### src/rtl/trig_pkg.sv
// Shared types and widths for the sine/cosine sequencing datapath.
package trig_pkg;

    localparam int FLOAT_W    = 32;
    localparam int ANGLE_FX_W = 16;
    localparam int FLIP_W     = 3;
    localparam int STATE_W    = 3;

    typedef enum logic [STATE_W-1:0] {
        ST_IDLE        = 3'd0,
        ST_NORM_REQ    = 3'd1,
        ST_NORM_WAIT   = 3'd2,
        ST_CORDIC_REQ  = 3'd3,
        ST_CORDIC_WAIT = 3'd4,
        ST_RESULT      = 3'd5
    } state_t;

    function automatic logic is_wait_state(input state_t s);
        return (s == ST_NORM_WAIT) || (s == ST_CORDIC_WAIT);
    endfunction

endpackage

### src/rtl/trig_sequencer.sv
// Single-operation controller: normalizer -> cordic -> result handshake.
// Optional watchdog on the WAIT states is enabled with SEQ_WATCHDOG_EN.
module trig_sequencer
    import trig_pkg::*;
#(
    parameter int CNT_W          = 8,
    parameter int TIMEOUT_CYCLES = 200
)
(
    input  logic                  clk,
    input  logic                  rst,
    input  logic                  cmd_start,
    input  logic [FLOAT_W-1:0]    cmd_angle,
    input  logic                  cmd_ack,
    output logic                  busy,
    output logic                  done,
    output logic                  err,
    output logic                  norm_start,
    output logic [FLOAT_W-1:0]    norm_angle,
    input  logic                  norm_valid,
    output logic                  norm_recived,
    input  logic [FLIP_W-1:0]     norm_flip,
    input  logic [ANGLE_FX_W-1:0] norm_angle_fx,
    output logic                  cordic_start,
    output logic [ANGLE_FX_W-1:0] cordic_angle,
    input  logic                  cordic_done,
    input  logic [ANGLE_FX_W-1:0] cordic_sin,
    input  logic [ANGLE_FX_W-1:0] cordic_cos,
    output logic [ANGLE_FX_W-1:0] res_sin,
    output logic [ANGLE_FX_W-1:0] res_cos,
    output logic [FLIP_W-1:0]     res_flip
);

    state_t                  r_state;
    state_t                  w_state_nxt;
    logic                    w_wd_fire;
    logic                    w_busy_nxt;
    logic                    w_norm_start_nxt;
    logic                    w_handoff_nxt;
    logic                    w_done_nxt;
    logic                    r_busy;
    logic                    r_done;
    logic                    r_norm_start;
    logic                    r_norm_recived;
    logic                    r_cordic_start;
    logic [FLOAT_W-1:0]      r_norm_angle;
    logic [ANGLE_FX_W-1:0]   r_cordic_angle;
    logic [FLIP_W-1:0]       r_flip;
    logic [ANGLE_FX_W-1:0]   r_res_sin;
    logic [ANGLE_FX_W-1:0]   r_res_cos;
    logic [FLIP_W-1:0]       r_res_flip;

`ifdef SEQ_WATCHDOG_EN
    logic [CNT_W-1:0]        r_wd_cnt;
    logic                    r_err;
    logic                    w_timeout;

    assign w_timeout = (r_wd_cnt >= CNT_W'(TIMEOUT_CYCLES - 1));
    // A valid/done arriving on the timeout cycle still wins over the watchdog.
    assign w_wd_fire = w_timeout &&
                       (((r_state == ST_NORM_WAIT) && !norm_valid) ||
                        ((r_state == ST_CORDIC_WAIT) && !cordic_done));

    // Watchdog counter: cleared on WAIT entry, saturating increment while waiting.
    always_ff @(posedge clk or negedge rst) begin
        if (!rst) begin
            r_wd_cnt <= {CNT_W{1'b0}};
        end else if (is_wait_state(w_state_nxt) && (w_state_nxt != r_state)) begin
            r_wd_cnt <= {CNT_W{1'b0}};
        end else if (is_wait_state(r_state) && (r_wd_cnt != {CNT_W{1'b1}})) begin
            r_wd_cnt <= r_wd_cnt + {{(CNT_W-1){1'b0}}, 1'b1};
        end
    end

    // Error flag: set by a watchdog expiry, held through RESULT until ack.
    always_ff @(posedge clk or negedge rst) begin
        if (!rst) begin
            r_err <= 1'b0;
        end else begin
            r_err <= w_wd_fire || (r_err && (w_state_nxt == ST_RESULT));
        end
    end

    assign err = r_err;
`else
    assign w_wd_fire = 1'b0;
    assign err       = 1'b0;
`endif

    // State register.
    always_ff @(posedge clk or negedge rst) begin
        if (!rst) begin
            r_state <= ST_IDLE;
        end else begin
            r_state <= w_state_nxt;
        end
    end

    // Next-state logic.
    always_comb begin
        w_state_nxt = r_state;
        case (r_state)
            ST_IDLE:        w_state_nxt = cmd_start ? ST_NORM_REQ : ST_IDLE;
            ST_NORM_REQ:    w_state_nxt = ST_NORM_WAIT;
            ST_NORM_WAIT: begin
                if (norm_valid)     w_state_nxt = ST_CORDIC_REQ;
                else if (w_wd_fire) w_state_nxt = ST_RESULT;
                else                w_state_nxt = ST_NORM_WAIT;
            end
            ST_CORDIC_REQ:  w_state_nxt = ST_CORDIC_WAIT;
            ST_CORDIC_WAIT: begin
                if (cordic_done)    w_state_nxt = ST_RESULT;
                else if (w_wd_fire) w_state_nxt = ST_RESULT;
                else                w_state_nxt = ST_CORDIC_WAIT;
            end
            ST_RESULT:      w_state_nxt = cmd_ack ? ST_IDLE : ST_RESULT;
            default:        w_state_nxt = ST_IDLE;
        endcase
    end

    // Output decode from the upcoming state so every control output is a flop.
    always_comb begin
        w_busy_nxt       = (w_state_nxt != ST_IDLE);
        w_norm_start_nxt = (w_state_nxt == ST_NORM_REQ);
        w_handoff_nxt    = (w_state_nxt == ST_CORDIC_REQ);
        w_done_nxt       = (w_state_nxt == ST_RESULT);
    end

    // Registered control outputs.
    always_ff @(posedge clk or negedge rst) begin
        if (!rst) begin
            r_busy         <= 1'b0;
            r_done         <= 1'b0;
            r_norm_start   <= 1'b0;
            r_norm_recived <= 1'b0;
            r_cordic_start <= 1'b0;
        end else begin
            r_busy         <= w_busy_nxt;
            r_done         <= w_done_nxt;
            r_norm_start   <= w_norm_start_nxt;
            r_norm_recived <= w_handoff_nxt;
            r_cordic_start <= w_handoff_nxt;
        end
    end

    // Datapath latches; a timeout leaves the previous result untouched.
    always_ff @(posedge clk or negedge rst) begin
        if (!rst) begin
            r_norm_angle   <= {FLOAT_W{1'b0}};
            r_cordic_angle <= {ANGLE_FX_W{1'b0}};
            r_flip         <= {FLIP_W{1'b0}};
            r_res_sin      <= {ANGLE_FX_W{1'b0}};
            r_res_cos      <= {ANGLE_FX_W{1'b0}};
            r_res_flip     <= {FLIP_W{1'b0}};
        end else begin
            if ((r_state == ST_IDLE) && cmd_start) begin
                r_norm_angle <= cmd_angle;
            end
            if ((r_state == ST_NORM_WAIT) && norm_valid) begin
                r_cordic_angle <= norm_angle_fx;
                r_flip         <= norm_flip;
            end
            if ((r_state == ST_CORDIC_WAIT) && cordic_done) begin
                r_res_sin  <= cordic_sin;
                r_res_cos  <= cordic_cos;
                r_res_flip <= r_flip;
            end
        end
    end

    assign busy         = r_busy;
    assign done         = r_done;
    assign norm_start   = r_norm_start;
    assign norm_recived = r_norm_recived;
    assign cordic_start = r_cordic_start;
    assign norm_angle   = r_norm_angle;
    assign cordic_angle = r_cordic_angle;
    assign res_sin      = r_res_sin;
    assign res_cos      = r_res_cos;
    assign res_flip     = r_res_flip;

endmodule

### config.mk
export PLATFORM = sky130hd
export DESIGN_NAME = trig_sequencer
export DESIGN_NICKNAME = d
export VERILOG_FILES = /design/src/rtl/trig_pkg.sv /design/src/rtl/trig_sequencer.sv
export SDC_FILE = /design/constraint.sdc
export NUM_CORES = 1
export LEC_CHECK = 0
export CAP_MARGIN = 10
export CORE_MARGIN = 5
export CORE_UTILIZATION = 43
export CTS_CLUSTER_DIAMETER = 30
export DETAILED_ROUTE_END_ITERATION = 12
export HOLD_SLACK_MARGIN = 0.1
export PLACE_DENSITY = 0.86
export SYNTH_ARGS = -nofsm -noshare
export SYNTH_HDL_FRONTEND = slang
export SYNTH_SLANG_ARGS = --single-unit
### constraint.sdc
create_clock -name clk -period 3.75 [get_ports clk]
set_input_delay 0.375 -clock clk [delete_from_list [all_inputs] [get_ports clk]]
set_output_delay 0.375 -clock clk [all_outputs]
set_load 0.005 [all_outputs]
==> reports/results.txt <==
GRT Residual Overflow: 0
Final GP Congestion: 0.761
Clk_lat worst skew: 0.35 ns
Clock sink count: 93
Critical R2R Capture: res_sin[7]
Vias in the first global route: 2653
Fin crit period: 1.83 ns
Pwr Density: 776 mW/mm²
GRT Total Usage: 17.0%
Die ar.: 0.0102 mm²
First-pass GRT wire length: 13400 µm
Max Cap Viol: 0
Number of vias per cell: 4.73
Pleak: 2.31 nW
CTS tree: built
Port-buffer cells: 176
Final slew viol count: 0
Fmax: 546 MHz
Arr. time, crit path: 2.06 ns
Post-layout nets: 476
Initial Utilization: 43.6%
Final hold vios: 0
Hold_ws: 0.0843 ns
Root buffer cell: clkbuf_8
Final cell utilization of the core: 68.6%
Antenna violations before repair: 0
Largest net degree at the start of global routing: 66
WP data required: 3.98 ns
Fin crit share: 48.9%
Die height: 101 µm
TritonRoute pass-1 iters: 3
Core box area: 0.00813 mm²
Yosys reg bits: 93
Chip width: 101 µm
Unrepaired setup endpoints after global routing: no
Post-CTS Setup Bufs: 0
PostCTS Resize Cnt: 0
Critical path class: reg2reg
Drt drc: 0
Synth Warn #: 0
Fin cells: 497
Most frequent cells in the layout: clkdlybuf4s50_1 (175), dfrtp_1 (93), mux2_2 (85)
Vias: 2352
CTS Hold Bufs: 0
Gate Count Post-Synth: 210
Final Total Pwr: 4.33 mW
Sequential area share after synthesis: 65.6%
Layout cells sized above 1: 28.1%
Drt first-iter violations: 17
Worst vdd ir: 397 µV
Final setup violating endpoints: 0
Setup Skew: 0.0150 ns
CTS max path bufs: 2
Area of the mapped netlist: 0.00355 mm²
Placed cells: 481
# diodes: 0
Syn_nets: 299
I/O pin cnt: 178
DR WL/cell: 16.8 µm
Reg-to-reg setup timing slack: 1.92 ns
R2R cell count: 3
Crit path max fanout: 35
Slew @ Worst Pin: 0.806 ns
Worst-path clk slew: 0.11 ns
Startpoint types: register
Relative slew margins: 46.3%
CTS buffer count: 9
Final WL: 8360 µm
DRT antenna net count: 0
Worst min path class: in2async
Row Count: 33
Status: finished, final reports clean
Area grow syn2layout: 57.3%
CP Capture Type: register
Reg-to-reg startpoint: r_state[0]
Avg Inst Size Synth: 16.9 µm²
Detailed Place HPWL: 6400 µm
Library cells used by synthesis: 21
H-tree depth: 3
Setup TNS Final: 0 ns
Commonest non-fill, non-tap cell in the layout: clkdlybuf4s50_1
kinds of logic after synthesis:
logic type | Yosys count | synth area share (%)
compound gates | 4 | 0.741
buf+inv | 15 | 3.53
mux | 87 | 27.6
other cells | 1 | 0.106
flops | 93 | 65.6
xor+xnor | 1 | 0.247
simple gates | 9 | 2.15
power breakdown:
part           switching [mW]  internal (mW)  total (mW)
clock network           0.365          0.319       0.685
registers               0.288           1.50        1.79
logic                   0.524           1.33        1.85
total                    1.18           3.15        4.33
metrics by stage:
stage	setup WS (ns)	instance area (µm²)
finish	1.92	5580
global placement	1.67	5380
global route	1.80	5580
detailed placement	1.62	5380
floorplan	2.18	3550
CTS	1.89	5580
cell usage after synthesis:
cell | count | area, µm²
xnor2_1 | 1 | 8.76
nor3_1 | 1 | 5.00
nor4bb_1 | 2 | 20.0
a21o_1 | 1 | 7.51
dfrtp_1 | 93 | 2330
a21oi_1 | 1 | 5.00
o32ai_1 | 1 | 8.76
buf_4 | 3 | 22.5
nor2_1 | 2 | 7.51
mux2i_1 | 1 | 10.0
nor4b_4 | 1 | 23.8
mux2_1 | 1 | 11.3
buf_2 | 4 | 20.0
conb_1 | 1 | 3.75
o21ai_0 | 1 | 5.00
nand3b_1 | 1 | 7.51
mux2_2 | 85 | 957
nor4_1 | 1 | 6.26
inv_1 | 1 | 3.75
buf_6 | 7 | 78.8
or2_2 | 1 | 6.26
how the worst max path moves through the flow:
| stage | cells after the start | to | slack, ns | startpoint |
|---|---|---|---|---|
| 3_3_place_gp | 4 | res_sin[4] | 1.67 | cordic_done |
| 4_1_cts | 3 | res_sin[7] | 1.89 | r_state[0] |
| 6_report | 3 | res_sin[7] | 1.92 | r_state[0] |
| 5_1_grt | 3 | res_sin[6] | 1.80 | r_state[0] |
| 2_1_floorplan | 4 | norm_angle[21] | 2.18 | r_state[0] |
| 3_5_place_dp | 4 | res_sin[7] | 1.62 | cordic_done |
flip-flops by register name (all words and copies together), names as in the netlist, 3 cells and up:
name	count
r_flip	3
norm_angle	32
res_cos	16
res_sin	16
cordic_angle	16
res_flip	3
r_state	3
layout make-up:
type	instances	area, µm²
clock inverter	7	78.8
sequential	93	2330
timing repair buffer	180	1790
clock buffer	9	124
tap	105	131
fill	593	2560
multi-input combinational	102	1120
inverter	1	3.75
metal layers:
layer  wire length, µm  GRT usage, %  up-vias
li1                  -             -     1085
met1              3270          20.5     1143
met2              4110          28.1      114
met3               890          7.06       10
met4                95          4.77        0
met5                 0             0        -
critical path, cell delays in order, from the launching register on:
cell	delay [ns]
dfrtp_1	0.55
nor4bb_4	0.33
buf_4	0.43
mux2_2	0.40
Note: power is estimated with default switching activity, not from simulation.
